`config.mk`:
```
export PLATFORM = sky130hd
export DESIGN_NAME = mux_rr_stream_flat
export DESIGN_NICKNAME = d
export VERILOG_FILES = /design/src/rtl/mux_rr_stream_if.sv /design/src/rtl/mux_rr_stream.sv /design/src/flat_wrapper.sv
export SDC_FILE = /design/constraint.sdc
export NUM_CORES = 1
export LEC_CHECK = 0
export BUFFER_PORTS_ARGS = -buffer_cell sky130_fd_sc_hd__buf_2
export CORE_UTILIZATION = 40
export CTS_CLUSTER_SIZE = 40
export DETAILED_ROUTE_END_ITERATION = 10
export MAX_ROUTING_LAYER = met4
export PLACE_DENSITY = 0.74
export SYNTH_ARGS = -nofsm -noshare
export SYNTH_HDL_FRONTEND = slang
export SYNTH_SLANG_ARGS = --single-unit
```
`constraint.sdc`:
```
create_clock -name clk -period 3 [get_ports clk]
set_input_delay 0.6 -clock clk [delete_from_list [all_inputs] [get_ports clk]]
set_output_delay 0.6 -clock clk [all_outputs]
set_load 0.1 [all_outputs]
```
`src/rtl/mux_rr_stream_if.sv`:
```
// Handshake bundle for mux_rr_stream: NCH producer streams in, one consumer stream out.
// The slave modport is the mux's view; master is the producer/consumer side.
interface mux_rr_stream_if #(
  parameter int WIDTH = 8,
  parameter int NCH   = 4,
  parameter int SELW  = $clog2(NCH)
);
  logic                 mode;
  logic [SELW-1:0]      sel;
  logic [NCH*WIDTH-1:0] in_data;
  logic [NCH-1:0]       in_valid;
  logic [NCH-1:0]       in_ready;
  logic [WIDTH-1:0]     out_data;
  logic                 out_valid;
  logic [SELW-1:0]      out_ch;
  logic                 out_ready;

  modport master (
    output mode, sel, in_data, in_valid, out_ready,
    input  in_ready, out_data, out_valid, out_ch
  );

  modport slave (
    input  mode, sel, in_data, in_valid, out_ready,
    output in_ready, out_data, out_valid, out_ch
  );
endinterface

```
`src/rtl/mux_rr_stream.sv`:
```
// N:1 stream multiplexer, fixed-select or round-robin arbitration,
// with a single registered output stage and valid/ready backpressure.
module mux_rr_stream #(
  parameter int WIDTH = 8,
  parameter int NCH   = 4,
  parameter int SELW  = $clog2(NCH)
) (
  input  logic           clk,
  input  logic           rst,
  mux_rr_stream_if.slave bus
);

  logic [WIDTH-1:0] data_p1;
  logic [SELW-1:0]  ch_p1;
  logic             vld_p1;
  logic [SELW-1:0]  ptr;

  logic             load_en;
  logic             gnt_vld;
  logic [SELW-1:0]  gnt;
  logic [WIDTH-1:0] gnt_data;

  assign load_en = !vld_p1 || bus.out_ready;

  always_comb begin
    gnt_vld = 1'b0;
    gnt     = '0;
    if (bus.mode) begin
      // channels at or above ptr take priority, then the search wraps to the low ones
      for (int k = 0; k < NCH; k++) begin
        if (!gnt_vld && bus.in_valid[k] && (SELW'(k) >= ptr)) begin
          gnt_vld = 1'b1;
          gnt     = SELW'(k);
        end
      end
      for (int k = 0; k < NCH; k++) begin
        if (!gnt_vld && bus.in_valid[k]) begin
          gnt_vld = 1'b1;
          gnt     = SELW'(k);
        end
      end
    end else begin
      // a sel value at or beyond NCH matches no channel and so grants nothing
      for (int k = 0; k < NCH; k++) begin
        if ((SELW'(k) == bus.sel) && bus.in_valid[k]) begin
          gnt_vld = 1'b1;
          gnt     = SELW'(k);
        end
      end
    end
  end

  always_comb begin
    gnt_data     = '0;
    bus.in_ready = '0;
    for (int k = 0; k < NCH; k++) begin
      if (SELW'(k) == gnt) begin
        gnt_data        = bus.in_data[k*WIDTH +: WIDTH];
        bus.in_ready[k] = !rst && load_en && gnt_vld;
      end
    end
  end

  // ---- stage p1: output register ----
  always_ff @(posedge clk or posedge rst) begin
    if (rst) begin
      data_p1 <= '0;
      ch_p1   <= '0;
      vld_p1  <= 1'b0;
      ptr     <= '0;
    end else if (load_en) begin
      if (gnt_vld) begin
        data_p1 <= gnt_data;
        ch_p1   <= gnt;
        vld_p1  <= 1'b1;
        if (bus.mode) begin
          ptr <= (gnt == SELW'(NCH-1)) ? '0 : gnt + 1'b1;
        end
      end else begin
        vld_p1 <= 1'b0;
      end
    end
  end

  assign bus.out_data  = data_p1;
  assign bus.out_ch    = ch_p1;
  assign bus.out_valid = vld_p1;

endmodule

```
`src/flat_wrapper.sv`:
```
// flat-port wrapper written by rule: the top's interface ports become plain ports
module mux_rr_stream_flat 
#(
  parameter int WIDTH = 8,
  parameter int NCH   = 4,
  parameter int SELW  = $clog2(NCH)
)
  (clk, rst, bus_mode, bus_sel, bus_in_data, bus_in_valid, bus_out_ready, bus_in_ready, bus_out_data, bus_out_valid, bus_out_ch);
  mux_rr_stream_if #(.WIDTH(WIDTH), .NCH(NCH), .SELW(SELW)) bus_i ();
  input  logic clk;
  input  logic rst;
  input wire logic [$bits(bus_i.mode)-1:0] bus_mode;
  input wire logic [$bits(bus_i.sel)-1:0] bus_sel;
  input wire logic [$bits(bus_i.in_data)-1:0] bus_in_data;
  input wire logic [$bits(bus_i.in_valid)-1:0] bus_in_valid;
  input wire logic [$bits(bus_i.out_ready)-1:0] bus_out_ready;
  output wire logic [$bits(bus_i.in_ready)-1:0] bus_in_ready;
  output wire logic [$bits(bus_i.out_data)-1:0] bus_out_data;
  output wire logic [$bits(bus_i.out_valid)-1:0] bus_out_valid;
  output wire logic [$bits(bus_i.out_ch)-1:0] bus_out_ch;
  assign bus_i.mode = bus_mode;
  assign bus_i.sel = bus_sel;
  assign bus_i.in_data = bus_in_data;
  assign bus_i.in_valid = bus_in_valid;
  assign bus_i.out_ready = bus_out_ready;
  assign bus_in_ready = bus_i.in_ready;
  assign bus_out_data = bus_i.out_data;
  assign bus_out_valid = bus_i.out_valid;
  assign bus_out_ch = bus_i.out_ch;
  mux_rr_stream #(.WIDTH(WIDTH), .NCH(NCH), .SELW(SELW)) u_core (.clk(clk), .rst(rst), .bus(bus_i));
endmodule
```
==> flow_metrics.env, run 1 <==
export IMPL_grt_usage_pct=23.0
export IMPL_synthFlopType="dfrtp_1"
export IMPL_ff_latch_area_um2=327
export IMPL_syn_area_per_cell_um2=8.23
export IMPL_dp_hpwl_mm=2.23
export IMPL_fp_row_count=17
export IMPL_yosys_warnings=0
export IMPL_pwr_share_comb_pct=65.5
export IMPL_die_x_um=51.3
export IMPL_clockBufferDepth=2
export IMPL_drt_iter0_drc=29
export IMPL_critical_path_max_stage_delay_ns=0.46
export IMPL_syn_nets=164
export IMPL_antenna_cells=0
export IMPL_path_max_fanout=7
export IMPL_syn_area_um2=971
export IMPL_synth_edf_count=0
export IMPL_multi_input_area_um2=651
export IMPL_p_leak_nw=0.691
export IMPL_status="finished, final reports clean"
export IMPL_fp_dieArea_um2=2630
export IMPL_max_freq_mhz=351
export IMPL_p_per_area_nw_per_um2=764
export IMPL_ir_drop_v=0.000492
export IMPL_slew_headroom_pct=67.9
export IMPL_initial_core_util_pct=43.1
export IMPL_cts_tree="done"
export IMPL_pwr_share_clk_pct=9.8
export IMPL_place_area_um2=1390
export IMPL_worstPathCellList="nand2b_1 -> a21oi_1 -> o32ai_2 -> inv_1 -> ha_1 -> nor3b_4 -> buf_2"
export IMPL_hold_viol=0
export IMPL_clk_latency_ns=0.27
export IMPL_core_um2=2250
export IMPL_final_util_pct=62.9
export IMPL_clock_sinks=13
export IMPL_cts_root_buf="clkbuf_4"
export IMPL_numPortBuffers=56
export IMPL_critical_path_arrival_ns=2.25
export IMPL_rsz0062_at_grt="false"
export IMPL_holdWs_ns=0.438
export IMPL_cp_required_ns=2.40
export IMPL_synth_cell_types=28
export IMPL_antenna_left=0
export IMPL_slowest_stage="dfrtp_2"
export IMPL_grt_max_degree=18
export IMPL_antenna_found_initial=0
export IMPL_drv_cap=0
export IMPL_worst_clock_skew_ns=0.00582
export IMPL_vias_per_cell=5.39
export IMPL_overflow=0
export IMPL_start_kind="register"
export IMPL_vias=1095
export IMPL_synth_compound_area_share_pct=26.5
export IMPL_rrSetupSlack_ns=0.47
export IMPL_drtPass1Iterations=4
export IMPL_r2r_end="u_core.bus.out_data[7]"
export IMPL_synth_fa_ha_area_share_pct=5.15
export IMPL_seq_area_frac_synth_pct=33.5
export IMPL_grt_pass1_vias=920
export IMPL_gp_congestion=0.739
export IMPL_hold_buffers=0
export IMPL_drv_slew=0
export IMPL_nNetsFinal=222
export IMPL_period_share_pct=94.9
export IMPL_synthXorXnorAreaFrac_pct=0
export IMPL_fillerInstances=220
export IMPL_ioPinCount=57
export IMPL_drive_gt1_share_pct=44.0
export IMPL_wl_per_cell_um=13.6
export IMPL_wl_mm=2.77
export IMPL_ff2ff_path_depth=10
export IMPL_cts_inserted_buffers=3
export IMPL_synth_area_mux_share_pct=5.80
export IMPL_path_class="reg -> out"
export IMPL_fin_crit_ns=2.85
export IMPL_critPathCaptureType="output port"
export IMPL_p_switching_uw=627
export IMPL_pwr_share_seq_pct=24.7
export IMPL_synth_top_family_by_area="compound AO/OA/AOI/OAI gates"
export IMPL_drcViolationCount=0
export IMPL_yosys_area_share_simple_pct=22.3
export IMPL_setup_viol=0
export IMPL_htree_levels=1
export IMPL_p_sw_share_pct=57.9
export IMPL_r2r_start="u_core.ptr[1]"
export IMPL_async_flop_share_pct=100
export IMPL_worst_slew_pin_slew_ns=0.481
export IMPL_stdcell_area_um2=1420
export IMPL_intPower_uw=457
export IMPL_fp_dieH_um=51.3
export IMPL_synth_seq_cells=13
export IMPL_hold_class="in -> async"
export IMPL_grt_pass1_wl_mm=4.31
export IMPL_syn_inst=118
export IMPL_syn_to_final_growth_pct=46.0
export IMPL_clk_transition_reported_paths_ns=0.08
[flip-flops by register name (all words and copies together) (netlist names)]
name,cells
u_core.bus.out_ch,2
u_core.bus.out_data,8
u_core.bus.out_valid,1
u_core.ptr,2
[Yosys cell counts, types with 2 or more instances]
library cell,count,share of area [%]
o21ai_1,5,2.6
a221oi_1,7,6.3
nor2_1,2,0.77
nor3b_1,4,3.1
inv_1,6,2.3
nand2b_1,3,1.9
nor3_1,8,4.1
buf_6,2,2.3
nor2b_1,9,5.8
mux2i_1,3,3.1
ha_1,4,5.2
o21ai_0,9,4.6
dfrtp_1,13,34
nand2_1,14,5.4
a21oi_1,13,6.7
clkbuf_1,4,1.5
[final cells by class]
type | count | share of cell area (%)
multi-input combinational | 92 | 45.9
tap | 28 | 2.47
timing repair buffer | 60 | 25.1
clock inverter | 1 | 0.353
inverter | 6 | 1.59
sequential | 13 | 23.0
clock buffer | 3 | 1.59
[cells by family (layout without fill, tap and decap cells)]
group	count (synthesis)	after routing
buf+inv	13	70
mux	5	5
compound gates	41	41
fa+ha+maj	4	4
simple gates	42	42
flops	13	13
[stage by stage]
step | instances | setup WS (ns) | TNS [ns] | total power [mW]
5_1_grt | 203 | 0.00312 | 0 | 1.15
3_5_place_dp | 199 | 0.185 | 0 | 0.979
2_1_floorplan | 118 | -0.297 | -0.297 | 0.837
3_3_place_gp | 199 | 0.263 | 0 | 0.965
6_report | 203 | 0.154 | 0 | 1.08
4_1_cts | 203 | 0.0727 | 0 | 1.09
[critical path, delay by kind of cell, from the launching register on]
kind | cells | cell delay (ns)
DFF | 1 | 0.46
and+or+nand+nor | 2 | 0.36
buffers and inverters | 2 | 0.61
adders and majority gates | 1 | 0.21
AOI/OAI and AO/OA | 2 | 0.32
[routing by layer]
metal | track usage, % | wire, µm
met5 | - | 0
met1 | 29.7 | 1200
met4 | 8.11 | 33
met3 | 2.98 | 147
met2 | 37.1 | 1390
[worst max-delay path by stage]
stage / start / end / slack, ns
after CTS: u_core.ptr[1] / bus_in_ready[0] / 0.07
after global routing: u_core.ptr[1] / bus_in_ready[0] / 0.003
after global placement: bus_in_valid[2] / bus_in_ready[0] / 0.26
after floorplan: bus_in_valid[1] / bus_in_ready[3] / -0.30
final: u_core.ptr[1] / bus_in_ready[0] / 0.15
after detailed placement: bus_in_valid[2] / bus_in_ready[0] / 0.19
[power by group through the flow]
stage	sequential [mW]	clock, mW	combinational (mW)
after floorplan	0.591	0	0.246
after global placement	0.266	0	0.699
after detailed placement	0.269	0	0.709
after CTS	0.266	0.109	0.710
after global routing	0.276	0.120	0.756
final	0.267	0.106	0.710
[repair_timing]
item / 4_1_cts / 5_1_grt
gates resized for setup: 0 / 1
setup endpoints to repair: 0 / 1
buffers inserted: 0 / 0
[cell usage in the layout (no fill, tap or decap), drive strengths merged, types with 2 or more instances in the layout]
cell type,synthesis,routed
inv,6,6
nor3b,4,4
buf,2,60
dfrtp,13,13
nor3,8,8
a21oi,13,13
nand2b,3,3
o21ai,15,15
clkbuf,5,3
mux2,2,2
nor2b,9,9
a221oi,7,7
mux2i,3,3
nor2,2,2
ha,4,4
nand2,14,14
No activity file was read; power rests on OpenSTA's default activity.
==> run 2: changes to the inputs <==
==> constraint.sdc (replaced) <==
create_clock -name clk -period 3.2 [get_ports clk]
set_input_delay 0.64 -clock clk [delete_from_list [all_inputs] [get_ports clk]]
set_output_delay 0.64 -clock clk [all_outputs]
set_load 0.1 [all_outputs]
==> run 2 against run 1 <==
Non-clock buffer count down 1. Largest power group unchanged. Sequential power down 7%. Worst hold slack better by 0.034 ns. Highest routed layer unchanged.
==> flow_metrics.env, run 2 (synthesis gave the netlist of run 1 again) <==
export IMPL_drtPass1Iterations=4
export IMPL_r2r_end="u_core.bus.out_data[5]"
export IMPL_slowest_stage="dfrtp_1"
export IMPL_cts_inserted_buffers=3
export IMPL_drcViolationCount=0
export IMPL_drt_iter0_drc=24
export IMPL_initial_core_util_pct=43.1
export IMPL_wl_per_cell_um=13.3
export IMPL_antenna_found_initial=0
export IMPL_stdcell_count=202
export IMPL_overflow=0
export IMPL_r2r_start="u_core.ptr[1]"
export IMPL_hold_buffers=0
export IMPL_grt_usage_pct=22.0
export IMPL_antenna_left=0
export IMPL_rrSetupSlack_ns=0.65
export IMPL_dp_hpwl_mm=2.24
export IMPL_setup_slack_ns=0.214
export IMPL_critPathLaunch="u_core.ptr[1]"
export IMPL_fp_dieArea_um2=2630
export IMPL_fin_crit_ns=2.99
export IMPL_worst_clock_skew_ns=0.00641
export IMPL_p_leak_nw=0.685
export IMPL_clockBufferDepth=2
export IMPL_cts_tree="done"
export IMPL_ctsResizeCount=0
export IMPL_drv_slew=0
export IMPL_ir_drop_v=0.000498
export IMPL_setup_viol=0
export IMPL_core_um2=2250
export IMPL_ioPinCount=57
export IMPL_drv_cap=0
export IMPL_cp_required_ns=2.56
export IMPL_drive_gt1_share_pct=41.4
export IMPL_p_per_area_nw_per_um2=722
export IMPL_path_depth=6
export IMPL_path_max_fanout=11
export IMPL_grt_pass1_wl_mm=4.26
export IMPL_htree_levels=1
export IMPL_max_freq_mhz=335
export IMPL_cp_top_family="flip-flops"
export IMPL_worstPathCellList="mux2i_1 -> nor2_1 -> o32ai_2 -> ha_1 -> nor3b_4 -> buf_12"
export IMPL_die_x_um=51.3
export IMPL_period_share_pct=93.3
export IMPL_power_mw=1.01
export IMPL_clock_sinks=13
export IMPL_hold_viol=0
export IMPL_critical_path_max_stage_delay_ns=0.46
export IMPL_largest_register_ffs=8
export IMPL_antenna_cells=0
export IMPL_crit_end="bus_in_ready[1]"
export IMPL_hold_class="in -> async"
export IMPL_nNetsFinal=221
export IMPL_slew_headroom_pct=66.8
export IMPL_fp_row_count=17
export IMPL_fp_dieH_um=51.3
export IMPL_gp_congestion=0.814
export IMPL_cts_setup_buffers=0
export IMPL_start_kind="register"
export IMPL_clk_transition_reported_paths_ns=0.09
export IMPL_grt_max_degree=21
export IMPL_holdWs_ns=0.472
export IMPL_cts_root_buf="clkbuf_4"
export IMPL_final_cell_mix="53 x buf_2, 14 x nand2_1, 13 x a21oi_1, 13 x dfrtp_1"
export IMPL_vias_per_cell=5.22
export IMPL_dp_cells=198
export IMPL_grt_pass1_vias=952
export IMPL_status="finished, final reports clean"
export IMPL_cp_num_buf_inv=1
export IMPL_wl_mm=2.69
export IMPL_final_common_cell="buf_2"
export IMPL_clk_latency_ns=0.28
export IMPL_critPathCaptureType="output port"
export IMPL_rsz0062_at_grt="false"
export IMPL_critical_path_arrival_ns=2.35
export IMPL_tns_ns=0
export IMPL_path_class="reg -> out"
export IMPL_worst_slew_pin_slew_ns=0.498
export IMPL_ff2ff_path_depth=9
export IMPL_syn_to_final_growth_pct=43.7
export IMPL_numPortBuffers=56
export IMPL_vias=1055
export IMPL_place_ws_ns=0.189
==> run 2: cell count changes in the layout (fill, tap and decap cells not counted), sizes merged <==
cell / change
buf: -1
clkbuf: +1
clkinv: -1
==> run 2: metal layers <==
| layer | vias up | GRT usage [%] | wire (µm) |
|---|---|---|---|
| met1 | 485 | 28.5 | 1220 |
| met5 | - | - | 0 |
| met4 | 0 | 5.41 | 30 |
| li1 | 539 | - | - |
| met2 | 27 | 36.6 | 1360 |
| met3 | 4 | 2.68 | 72 |
==> run 2: how the worst min path moves through the flow <==
stage / start / end / slack [ns] / cells past startpoint
after CTS: u_core.bus.out_data[2] / u_core.bus.out_data[2] / 0.49 / 2
after global routing: rst / u_core.ptr[0] / 0.52 / 2
final: rst / u_core.ptr[1] / 0.47 / 2
after floorplan: u_core.ptr[0] / u_core.ptr[0] / 0.51 / 2
after detailed placement: u_core.bus.out_data[2] / u_core.bus.out_data[2] / 0.47 / 2
after global placement: u_core.bus.out_data[7] / u_core.bus.out_data[7] / 0.46 / 2
==> run 2: cell type report <==
type                            instances  area (µm²)
Fill cell                             212         860
Multi-Input combinational cell         92         638
Timing Repair Buffer                   59         348
Sequential cell                        13         325
Tap cell                               28        35.0
Clock buffer                            4        26.3
Inverter                                6        22.5
==> run 2: through the flow <==
stage	util, %	cell area [µm²]
2_1_floorplan	-	1040
3_3_place_gp	60.7	1370
3_5_place_dp	60.7	1370
4_1_cts	61.9	1400
5_1_grt	61.9	1400
6_report	61.9	1400
==> run 2: report_power, final <==
group	switching, mW	leakage, nW	internal, mW
clock	0.0568	0.0150	0.0484
sequential	0.0336	0.159	0.214
combinational	0.494	0.510	0.161
==> run 3: changes to the inputs <==
--- a/config.mk
+++ b/config.mk
@@ -5,7 +5,7 @@
 export SDC_FILE = /design/constraint.sdc
 export NUM_CORES = 1
 export LEC_CHECK = 0
-export BUFFER_PORTS_ARGS = -buffer_cell sky130_fd_sc_hd__buf_2
+export BUFFER_PORTS_ARGS = -buffer_cell sky130_fd_sc_hd__clkbuf_2
 export CORE_UTILIZATION = 40
 export CTS_CLUSTER_SIZE = 40
 export DETAILED_ROUTE_END_ITERATION = 10
==> constraint.sdc (replaced) <==
create_clock -name clk -period 3.4 [get_ports clk]
set_input_delay 0.68 -clock clk [delete_from_list [all_inputs] [get_ports clk]]
set_output_delay 0.68 -clock clk [all_outputs]
set_load 0.1 [all_outputs]
==> run 3 against run 2 <==
Sequential power is 6% lower. Worst setup slack better by 0.13 ns. Critical path depth stayed put. Worst hold slack better by 0.0065 ns. Cell count stayed put. Via count is 0.57% lower. Highest routed layer unchanged.
==> flow_metrics.env, run 3 (synthesis gave the netlist of run 1 again) <==
export IMPL_hold_buffers=0
export IMPL_hold_class="reg -> reg"
export IMPL_clock_sinks=13
export IMPL_numPortBuffers=56
export IMPL_clockBufferDepth=2
export IMPL_ctsResizeCount=0
export IMPL_fp_dieH_um=51.3
export IMPL_antenna_cells=0
export IMPL_holdWs_ns=0.479
export IMPL_core_um2=2250
export IMPL_drt_iter0_drc=18
export IMPL_met2_length_mm=1.16
export IMPL_setup_slack_ns=0.340
export IMPL_wl_mm=2.49
export IMPL_worst_clock_skew_ns=0.00172
export IMPL_fp_row_count=17
export IMPL_cts_setup_buffers=0
export IMPL_wl_per_cell_um=12.3
export IMPL_top_layer="met4"
export IMPL_antenna_left=0
export IMPL_slowest_stage="ha_1"
export IMPL_grt_pass1_wl_mm=4.15
export IMPL_grt_usage_pct=21.8
export IMPL_drcViolationCount=0
export IMPL_die_x_um=51.3
export IMPL_largest_register_ffs=8
export IMPL_path_class="in -> out"
export IMPL_stdcell_area_um2=1390
export IMPL_tns_ns=0
export IMPL_stdcell_count=202
export IMPL_critical_path_max_stage_delay_ns=0.48
export IMPL_max_freq_mhz=327
export IMPL_clk_latency_ns=0.27
export IMPL_status="finished, final reports clean"
export IMPL_fp_dieArea_um2=2630
export IMPL_start_kind="input port"
export IMPL_overflow=0
export IMPL_critPathCaptureType="output port"
export IMPL_period_share_pct=90.0
export IMPL_ioPinCount=57
export IMPL_cts_root_buf="clkbuf_4"
export IMPL_drv_cap=0
export IMPL_fin_crit_ns=3.06
export IMPL_syn_to_final_growth_pct=43.2
export IMPL_power_uw=937
export IMPL_ir_drop_v=0.000482
export IMPL_cts_tree="done"
export IMPL_drive_gt1_share_pct=40.8
export IMPL_grt_pass1_vias=952
export IMPL_wl_met1_mm=1.16
export IMPL_vias_per_cell=5.19
export IMPL_dp_cells=198
export IMPL_drtPass1Iterations=4
export IMPL_final_util_pct=61.7
export IMPL_gp_congestion=0.781
export IMPL_antenna_found_initial=0
export IMPL_setup_viol=0
export IMPL_slew_headroom_pct=63.7
export IMPL_place_ws_ns=0.310
export IMPL_cts_inserted_buffers=3
export IMPL_p_per_area_nw_per_um2=674
export IMPL_clk_transition_reported_paths_ns=0.07
export IMPL_rsz0062_at_grt="false"
export IMPL_final_common_cell="clkbuf_2"
export IMPL_drv_slew=0
export IMPL_dp_hpwl_mm=2.07
export IMPL_path_max_fanout=11
export IMPL_wl_met3_um=121
export IMPL_hold_viol=0
export IMPL_final_cell_mix="53 x clkbuf_2, 14 x nand2_1, 13 x a21oi_1, 13 x dfrtp_1"
export IMPL_nNetsFinal=221
export IMPL_worstPathCellList="clkbuf_2 -> o21ai_0 -> o32ai_2 -> ha_1 -> nor3b_4 -> buf_12"
export IMPL_initial_core_util_pct=43.1
export IMPL_p_leak_nw=0.691
export IMPL_grt_max_degree=18
export IMPL_htree_levels=1
export IMPL_place_area_um2=1360
export IMPL_worst_slew_pin_slew_ns=0.547
export IMPL_cp_required_ns=2.72
export IMPL_critical_path_arrival_ns=2.38
export IMPL_vias=1049
-- run 3: where the power goes --
group / total [mW] / internal [mW] / leakage [nW] / switching [mW]
clock network: 0.0907 / 0.0454 / 0.0150 / 0.0453
logic: 0.613 / 0.149 / 0.516 / 0.463
registers: 0.234 / 0.202 / 0.159 / 0.0323
total: 0.937 / 0.396 / 0.691 / 0.541
-- run 3: area by class of cell --
class	instances	area, µm²
clock buffer	4	26.3
tap	28	35.0
inverter	6	22.5
timing repair buffer	59	348
multi-input combinational	92	633
sequential	13	325
fill	214	865
-- run 3: worst paths after layout --
path	slack, ns	endpoint	cells past startpoint	from
max in group asynchronous	2.50	u_core.bus.out_data[2]	2	rst
min in group asynchronous	0.56	u_core.ptr[0]	2	rst
min reg2reg	0.48	u_core.bus.out_data[5]	2	u_core.bus.out_data[5]
max reg2reg	0.86	u_core.bus.out_data[1]	9	u_core.ptr[1]
max	0.34	bus_in_ready[1]	6	bus_mode
min	0.48	u_core.bus.out_data[5]	2	u_core.bus.out_data[5]
-- run 3: critical path, delay by kind of cell --
family | cells | cell delay (ns)
buf+inv | 2 | 0.35
compound gates | 2 | 0.57
fa+ha+maj | 1 | 0.48
simple gates | 1 | 0.30
-- run 3: metal layers --
metal | vias up | global-route usage, %
li1 | 539 | -
met1 | 461 | 28.1
met2 | 41 | 33.6
met3 | 8 | 4.76
met4 | 0 | 7.66
met5 | - | -
